`src/rtl/vga_timing_gen_if.sv`:
```
// -----------------------------------------------------------------------------
// vga_timing_gen_if
//   Bundle between the raster timing generator and the VGA display stage.
//   Signals:
//     pixel_en       pixel-rate clock enable into the generator
//     vga_h_sync     horizontal sync, active low
//     vga_v_sync     vertical sync, active low
//     inDisplayArea  current pixel is visible
//     CounterX       pixel column
//     CounterY       line
//     line_tick      one-clk strobe at the start of each line
//     frame_tick     one-clk strobe at the start of vertical blanking
//     frame_count    frame counter (zero unless VGA_FRAME_COUNT_EN)
//   Modports:
//     master  timing generator side (drives timing, receives pixel_en)
//     slave   display / consumer side
// -----------------------------------------------------------------------------
interface vga_timing_gen_if;
  logic        pixel_en;
  logic        vga_h_sync;
  logic        vga_v_sync;
  logic        inDisplayArea;
  logic [9:0]  CounterX;
  logic [9:0]  CounterY;
  logic        line_tick;
  logic        frame_tick;
  logic [15:0] frame_count;

  modport master (
    input  pixel_en,
    output vga_h_sync, vga_v_sync, inDisplayArea,
    output CounterX, CounterY, line_tick, frame_tick, frame_count
  );

  modport slave (
    output pixel_en,
    input  vga_h_sync, vga_v_sync, inDisplayArea,
    input  CounterX, CounterY, line_tick, frame_tick, frame_count
  );
endinterface

```
`src/rtl/vga_timing_gen.sv`:
```
// -----------------------------------------------------------------------------
// vga_timing_gen
//   Raster timing generator feeding the VGA display stage. Produces sync
//   pulses, pixel coordinates, the visible-area qualifier and one-clk line /
//   frame strobes. Pixel rate comes from the pixel_en clock enable.
//   Ports:
//     clk      system clock
//     reset_n  synchronous active-low reset
//     vga      vga_timing_gen_if.master (pixel_en in, all timing outputs)
//   Optional feature macro: VGA_FRAME_COUNT_EN
//     defined   -> frame_count increments with each frame_tick (wraps 16 bits)
//     undefined -> frame_count tied to zero, no register built
// -----------------------------------------------------------------------------
module vga_timing_gen #(
  parameter int unsigned H_ACTIVE = 640,
  parameter int unsigned H_FP     = 16,
  parameter int unsigned H_SYNC   = 96,
  parameter int unsigned H_BP     = 48,
  parameter int unsigned V_ACTIVE = 480,
  parameter int unsigned V_FP     = 10,
  parameter int unsigned V_SYNC   = 2,
  parameter int unsigned V_BP     = 33
) (
  input  logic              clk,
  input  logic              reset_n,
  vga_timing_gen_if.master  vga
);

  localparam int unsigned H_TOTAL = H_ACTIVE + H_FP + H_SYNC + H_BP;
  localparam int unsigned V_TOTAL = V_ACTIVE + V_FP + V_SYNC + V_BP;

  generate
    if ((H_TOTAL > 1024) || (V_TOTAL > 1024)) begin : g_bad_total
      $error("vga_timing_gen: H_TOTAL and V_TOTAL must be <= 1024");
    end
  endgenerate

  localparam logic [9:0] H_LAST       = 10'(H_TOTAL - 1);
  localparam logic [9:0] V_LAST       = 10'(V_TOTAL - 1);
  localparam logic [9:0] H_VIS        = 10'(H_ACTIVE);
  localparam logic [9:0] V_VIS        = 10'(V_ACTIVE);
  localparam logic [9:0] H_SYNC_FIRST = 10'(H_ACTIVE + H_FP);
  localparam logic [9:0] H_SYNC_LAST  = 10'(H_ACTIVE + H_FP + H_SYNC - 1);
  localparam logic [9:0] V_SYNC_FIRST = 10'(V_ACTIVE + V_FP);
  localparam logic [9:0] V_SYNC_LAST  = 10'(V_ACTIVE + V_FP + V_SYNC - 1);

  logic [9:0] r_x;
  logic [9:0] r_y;
  logic       r_h_sync;
  logic       r_v_sync;
  logic       r_disp;
  logic       r_line_tick;
  logic       r_frame_tick;

  logic [9:0] w_x_nxt;
  logic [9:0] w_y_nxt;
  logic       w_h_sync_nxt;
  logic       w_v_sync_nxt;
  logic       w_disp_nxt;
  logic       w_line_tick_nxt;
  logic       w_frame_tick_nxt;

  // Outputs are decoded from the next-state counters so that every registered
  // output lines up with the coordinates presented in the same cycle.
  always_comb begin
    w_x_nxt = r_x + 10'd1;
    w_y_nxt = r_y;
    if (r_x == H_LAST) begin
      w_x_nxt = '0;
      w_y_nxt = (r_y == V_LAST) ? '0 : r_y + 10'd1;
    end
    w_h_sync_nxt     = !((w_x_nxt >= H_SYNC_FIRST) && (w_x_nxt <= H_SYNC_LAST));
    w_v_sync_nxt     = !((w_y_nxt >= V_SYNC_FIRST) && (w_y_nxt <= V_SYNC_LAST));
    w_disp_nxt       = (w_x_nxt < H_VIS) && (w_y_nxt < V_VIS);
    w_line_tick_nxt  = (w_x_nxt == '0);
    w_frame_tick_nxt = (w_x_nxt == '0) && (w_y_nxt == V_VIS);
  end

  always_ff @(posedge clk) begin
    if (!reset_n) begin
      r_x          <= '0;
      r_y          <= '0;
      r_h_sync     <= 1'b1;
      r_v_sync     <= 1'b1;
      r_disp       <= 1'b0;
      r_line_tick  <= 1'b0;
      r_frame_tick <= 1'b0;
    end else if (vga.pixel_en) begin
      r_x          <= w_x_nxt;
      r_y          <= w_y_nxt;
      r_h_sync     <= w_h_sync_nxt;
      r_v_sync     <= w_v_sync_nxt;
      r_disp       <= w_disp_nxt;
      r_line_tick  <= w_line_tick_nxt;
      r_frame_tick <= w_frame_tick_nxt;
    end else begin
      // Strobes must not stretch across enable-low cycles.
      r_line_tick  <= 1'b0;
      r_frame_tick <= 1'b0;
    end
  end

`ifdef VGA_FRAME_COUNT_EN
  logic [15:0] r_frame_count;

  always_ff @(posedge clk) begin
    if (!reset_n) begin
      r_frame_count <= '0;
    end else if (vga.pixel_en && w_frame_tick_nxt) begin
      r_frame_count <= r_frame_count + 16'd1;
    end
  end

  assign vga.frame_count = r_frame_count;
`else
  assign vga.frame_count = '0;
`endif

  assign vga.CounterX      = r_x;
  assign vga.CounterY      = r_y;
  assign vga.vga_h_sync    = r_h_sync;
  assign vga.vga_v_sync    = r_v_sync;
  assign vga.inDisplayArea = r_disp;
  assign vga.line_tick     = r_line_tick;
  assign vga.frame_tick    = r_frame_tick;

endmodule

```
`src/flat_wrapper.sv`:
```
// flat-port wrapper written by rule: the top's interface ports become plain ports
module vga_timing_gen_flat 
#(
  parameter int unsigned H_ACTIVE = 640,
  parameter int unsigned H_FP     = 16,
  parameter int unsigned H_SYNC   = 96,
  parameter int unsigned H_BP     = 48,
  parameter int unsigned V_ACTIVE = 480,
  parameter int unsigned V_FP     = 10,
  parameter int unsigned V_SYNC   = 2,
  parameter int unsigned V_BP     = 33
)
  (clk, reset_n, vga_pixel_en, vga_vga_h_sync, vga_vga_v_sync, vga_inDisplayArea, vga_CounterX, vga_CounterY, vga_line_tick, vga_frame_tick, vga_frame_count);
  vga_timing_gen_if vga_i ();
  input  logic clk;
  input  logic reset_n;
  input wire logic [$bits(vga_i.pixel_en)-1:0] vga_pixel_en;
  output wire logic [$bits(vga_i.vga_h_sync)-1:0] vga_vga_h_sync;
  output wire logic [$bits(vga_i.vga_v_sync)-1:0] vga_vga_v_sync;
  output wire logic [$bits(vga_i.inDisplayArea)-1:0] vga_inDisplayArea;
  output wire logic [$bits(vga_i.CounterX)-1:0] vga_CounterX;
  output wire logic [$bits(vga_i.CounterY)-1:0] vga_CounterY;
  output wire logic [$bits(vga_i.line_tick)-1:0] vga_line_tick;
  output wire logic [$bits(vga_i.frame_tick)-1:0] vga_frame_tick;
  output wire logic [$bits(vga_i.frame_count)-1:0] vga_frame_count;
  assign vga_i.pixel_en = vga_pixel_en;
  assign vga_vga_h_sync = vga_i.vga_h_sync;
  assign vga_vga_v_sync = vga_i.vga_v_sync;
  assign vga_inDisplayArea = vga_i.inDisplayArea;
  assign vga_CounterX = vga_i.CounterX;
  assign vga_CounterY = vga_i.CounterY;
  assign vga_line_tick = vga_i.line_tick;
  assign vga_frame_tick = vga_i.frame_tick;
  assign vga_frame_count = vga_i.frame_count;
  vga_timing_gen #(.H_ACTIVE(H_ACTIVE), .H_FP(H_FP), .H_SYNC(H_SYNC), .H_BP(H_BP), .V_ACTIVE(V_ACTIVE), .V_FP(V_FP), .V_SYNC(V_SYNC), .V_BP(V_BP)) u_core (.clk(clk), .reset_n(reset_n), .vga(vga_i));
endmodule
```
`config.mk`:
```
export PLATFORM = sky130hd
export DESIGN_NAME = vga_timing_gen_flat
export DESIGN_NICKNAME = d
export VERILOG_FILES = /design/src/rtl/vga_timing_gen_if.sv /design/src/rtl/vga_timing_gen.sv /design/src/flat_wrapper.sv
export SDC_FILE = /design/constraint.sdc
export NUM_CORES = 1
export LEC_CHECK = 0
export ABC_CLOCK_PERIOD_IN_PS = 2900
export BUFFER_PORTS_ARGS = -buffer_cell sky130_fd_sc_hd__buf_2
export CORE_MARGIN = 2
export CORE_UTILIZATION = 54
export DETAILED_ROUTE_END_ITERATION = 7
export PLACE_DENSITY = 0.8
export SKIP_CTS_REPAIR_TIMING = 1
export SLEW_MARGIN = 20
export SYNTH_ARGS = -nofsm -noshare
export SYNTH_HDL_FRONTEND = slang
export SYNTH_SLANG_ARGS = --single-unit
```
`constraint.sdc`:
```
create_clock -name clk -period 2.9 [get_ports clk]
set_input_delay 0.435 -clock clk [delete_from_list [all_inputs] [get_ports clk]]
set_output_delay 0.435 -clock clk [all_outputs]
set_load 0.05 [all_outputs]
```
* After elaboration in Yosys (flattened, before gate mapping)
Index checks and enable logic that the tools add are counted.
** Operators by class
- Order comparisons :: 6
- Muxes and demuxes :: 3
- Equal/unequal tests :: 3
- Add/subtract/negate cells :: 2
- Reductions and logical operators :: 8
** Operators with widths (count)
- 10-bit two-way mux :: 3
- 10-bit by 1-bit adder with 10-bit output, second input constant :: 2
- 10-bit == test, second input constant :: 2
- 10-bit by 9-bit == test with 1-bit output, second input constant :: 1
- 10-bit greater-or-equal comparator, second input constant :: 1
- 10-bit by 9-bit greater-or-equal comparator with 1-bit output, second input constant :: 1
- 10-bit less-or-equal comparator, second input constant :: 1
- 10-bit by 9-bit less-or-equal comparator with 1-bit output, second input constant :: 1
- 10-bit zero test :: 1
- 10-bit < comparator, second input constant :: 1
- 10-bit by 9-bit < comparator with 1-bit output, second input constant :: 1
- 1-bit logical AND :: 4
- 1-bit zero test :: 2
- 2-bit AND reduction :: 1
** Word-level totals
- Bits of input ports :: 3
- Logic and storage cells :: 29
- Register bits after elaboration :: 25
- Output and inout bits :: 41

* Depth between registers and ports, before layout
- Word-level depth :: 6
- Depth in mapped cells :: 9
- Gate-level depth less buffers :: 8

* Worst setup path before layout
OpenSTA, ideal clock, no wires.
- Path kind :: register to register
- Start :: register u_core.r_x[0] (netlist: u_core.vga.CounterX[0])
- End :: register u_core.r_disp (netlist: u_core.vga.inDisplayArea)
- Period minus slack after synthesis :: 2.616 ns
- Slack :: 0.284 ns
- Path buffers :: 0
- Cell stages (with the launch flop) :: 8
- Data required time :: 2.783 ns
- Arrival :: 2.499 ns
- Setup time :: 0.117 ns
- Path through :: dfxtp_1 > ha_1 > nand4_4 > or4b_2 > nand4_1 > a22o_1 > a21oi_1 > a32o_1
** Between the ends
- Word-level cells in the longest chain between the ends :: 4
- Elaborated cells on any way between the ends :: 7
- Those cells by class :: 1 x add/sub; 2 x order compare; 1 x eq/ne; 2 x mux; 1 x reduce/logical
** RTL lines
- from (decl) :: line vga_timing_gen.sv:47 : logic [9:0] r_x;
- from (signal assigned) :: line vga_timing_gen.sv:89 : r_x <= w_x_nxt;
- 10-bit by 1-bit adder with 10-bit output or 10-bit == test (tied branches) :: line vga_timing_gen.sv:66, vga_timing_gen.sv:68
- 10-bit two-way mux :: line vga_timing_gen.sv:68 : if (r_x == H_LAST) begin
- 10-bit < comparator or 10-bit by 9-bit < comparator with 1-bit output (tied branches) :: line vga_timing_gen.sv:74 : w_disp_nxt = (w_x_nxt < H_VIS) && (w_y_nxt < V_VIS);
- 1-bit logical AND (*) :: line vga_timing_gen.sv:74
- to (signal assigned) :: line vga_timing_gen.sv:93 : r_disp <= w_disp_nxt;
- to (decl) :: line vga_timing_gen.sv:51 : logic r_disp;
Mark *: on every way between the ends. The rest lies on a longest branch, timed or not.
A chain may end at the register's enable or synchronous reset.

* Final worst setup path
- Start :: register u_core.r_x[1] (netlist: u_core.vga.CounterX[1])
- End :: register u_core.r_disp (netlist: u_core.vga.inDisplayArea)
Same word-level chain as after synthesis.

==> metrics.md <==
| Metric | Value |
|---|---|
| Multiplexer area fraction after synthesis | under 10% |
| Final wirelength | roughly 4 mm |
| Hold Path Stages | 2 |
| Slew headroom | around three fifths |
| DR vias/cell | between 5 and 6 |
| Congestion Overflow GR | 0 |
| Simple-Gate Fraction of Synth Area | between 30% and 40% |
| R2R depth | 7 |
| Total GRT Usage | 21.0% |
| Largest net degree at the start of global routing | 24 |
| Top FF cell, synth | dfxtp_1 |
| Layout fillers | 342 |
| Hold Vio Cnt, Final | 0 |
| Setup Viol. Count Final | 0 |
| Worst skew pair latency | ~320 ps |
| Async S/R FF share, synth | 0% |
| Total number of vias | between 1,500 and 2,000 |
| Placer Congestion | around 0.96 |
| Setup TNS | 0 ps |
| Die Area | between 3000 and 4000 um^2 |
| NetSw | just over 0.0002 W |
| Met3 usage | under 10% |
| Setup crit start kind | flop |
| Register Area | around 500 um^2 |
| Final Cycle Share | between 80% and 90% |
| Arr. time, crit path | 2700 ps |
| CTS tree | yes |
| Global-route wire length before repair | roughly 7 mm |
| Post-synthesis register bit count | 25 |
| Drt drc | 0 |
| Crit-path max FO | 8 |
| Met1 GRT Util | 31.2% |
| Worst-Margin Slew | a little over 600 ps |
| Hold_ws | ~500 ps |
| CTS clock-pin slew for the worst setup and hold paths | roughly 140 ps |
| Initial antenna violation count | 0 |
| Post-synthesis cell type count | between 50 and 60 |
| Outcome | complete, no violations |
| Post-DP HPWL | 2.87 mm |
| Nets | 260 |
| Layout cells sized above 1 | ~18% |
| Crit end category | flop |
| Min-Delay Endpoint | u_core.vga.vga_v_sync |
| Post-synth top area cell | dfxtp_1 |
| Register share of total power | between 50% and 60% |
| Internal | 0.000422 W |
| ANT nets after route | 0 |
| Capturing point of the worst reg2reg path | u_core.vga.inDisplayArea |
| IO buf count | 27 |
| Hold Crit Class | flop to flop |
| I/O pin count | 44 |
| CTS Buf Count | 3 |
| Power share of the combinational group | between 15 and 20% |
| Syn Inst Count | 238 |
| Synth Area in Adders | 2.64% |
| Fin. max-slew vios | 0 |
| Tot Pwr | about 0.00062 W |
| GR peak layer | met2 |
| Multi-input gate area | roughly 1200 um^2 |
| Avg WL per Cell | 13.2 um |
| Bufs on Longest Clock Path | 2 |
| Yosys warning count | 0 |
| Die Wd | roughly 63 um |
| Pwr dens | 322 nW/um^2 |
| Share of the synthesized area in the top cell type | 26.4% |
| First-pass DRT Iterations | 4 |
| Clock Tree Root | clkbuf_4 |
| Peak VDD IR | 0.000192 V |
| Most frequent cells in the layout | buf_2, dfxtp_1, nand2_1 |
| Clock tree sinks | 25 |
| Hold wc startpoint | u_core.vga.vga_v_sync |
| Min cycle time layout | about 2500 ps |
| Post-synthesis average cell area | ~8.0 um^2 |
| Antenna diodes | 0 |
| XOR/XNOR Fraction of Synth Area | approximately 6% |
| CP required | 3130 ps |
| Reg2reg setup slack | 430 ps |
| Post-synth EDFFs | 0 |
| Leakage | 0.806 nW |
| Die Y | 63.2 um |
| Max-cap viol count | 0 |
| Initial core utilization | about 56% |
| CORE AREA | about 3400 um^2 |
| Cell Area, Synth | around 1900 um^2 |
| RR Startpoint | u_core.vga.CounterX[1] |
| Row cnt | 21 |
| CTS HTree Levels | 1 |
| Clk pwr share | between 20% and 30% |
| Crit Path Category | flop to flop |
| Seq/Total Area, Yosys | 26.4% |
| Vias in the first global route | between 1,000 and 1,500 |
| Synth top area cells | dfxtp_1, buf_4, nand2_1 |
| Commonest non-fill, non-tap cell in the layout | buf_2 |
| Area delta synth->final | 2.44% |
| GRT met2 Usage | between 30% and 40% |
| Worst Skew | a little under 5 ps |
| Largest family of logic cells by synthesized area | simple AND/OR/NAND/NOR gates |
| Max Freq | 405 MHz |
| DR iter-0 viols | 98 |
| RSZ-0062 raised after global routing | no |
| Complex-gate fraction of the synthesized area | approximately 17% |
| Switching Fraction | approximately a third |
## kinds of logic after synthesis
family,after synthesis
simple gates,106
compound gates,46
buf+inv,40
flops,25
xor+xnor,13
fa+ha+maj,4
mux,3
other cells,1
## layout make-up
cell class / instances / area share, %
well taps: 46 / 2.97
flip-flops and latches: 25 / 25.8
multi-input cells: 188 / 61.0
inverters: 6 / 1.16
repair buffers: 29 / 7.74
clock buffers: 4 / 1.35
## flip-flops by register name, indices dropped and copies added, names as in the netlist
register                  flops
u_core.vga.CounterY          10
u_core.vga.inDisplayArea      1
u_core.vga.CounterX          10
u_core.vga.frame_tick         1
u_core.vga.vga_v_sync         1
u_core.vga.line_tick          1
u_core.vga.vga_h_sync         1
## layer usage
layer / up-vias / share of wire (%) / routed length, um
li1: 841 / - / -
met1: 798 / 50 / 1980
met2: 56 / 43 / 1700
met3: 4 / 5.3 / 209
met4: 0 / 1.3 / 51
met5: - / 0 / 0
## worst max-delay path by stage
stage / startpoint / endpoint / slack, ps
after floorplan: u_core.vga.CounterX[0] / u_core.vga.inDisplayArea / 280
after global placement: u_core.vga.CounterX[0] / u_core.vga.inDisplayArea / 540
after detailed placement: u_core.vga.CounterX[1] / u_core.vga.inDisplayArea / 480
after CTS: u_core.vga.CounterX[1] / u_core.vga.inDisplayArea / 460
after global routing: u_core.vga.CounterX[1] / u_core.vga.inDisplayArea / 240
final: u_core.vga.CounterX[1] / u_core.vga.inDisplayArea / 430
## cells in the mapped netlist (2+ instances only)
cell,n
dfxtp_1,25
nand2_1,23
nor2_1,19
buf_4,16
clkbuf_1,11
o21ai_0,10
nand3_1,9
a21oi_1,8
xnor2_1,8
and2_1,7
nor2b_1,7
a31oi_1,6
inv_1,6
nand4_1,6
nor3_1,6
xor2_1,5
clkbuf_8,4
ha_1,4
and3_1,3
mux2i_1,3
o211ai_1,3
or3_1,3
or4_1,3
a21boi_0,2
and4b_1,2
buf_6,2
nand2b_1,2
nor4_1,2
nor4_2,2
o211a_1,2
## critical path: stages (launching register included)
cell and delay, ps:
dfxtp_1 460, ha_1 330, nand4_4 200, or4b_2 670
nand4_1 220, a22o_1 160, a21oi_1 70, a32o_1 260
## through the flow
stage               cell area [um^2]  setup WS [ps]  util, %  instances
floorplan                       1950            284        -        253
global placement                1910            542     56.9        294
detailed placement              1910            480     56.9        294
CTS                             1940            456     57.7        298
global route                    1940            239     57.7        298
finish                          1940            431     57.7        298
## power groups by stage
stage | Clock (W) | Combinational [W] | Sequential, W
finish | 0.000158 | 0.000107 | 0.000359
global route | 0.000175 | 0.000113 | 0.000361
CTS | 0.000166 | 0.000107 | 0.000359
detailed placement | 0 | 0.000106 | 0.000367
global placement | 0 | 0.000106 | 0.000366
floorplan | 0 | 0.0000949 | 0.000384
Note: power is estimated with default switching activity, not from simulation.
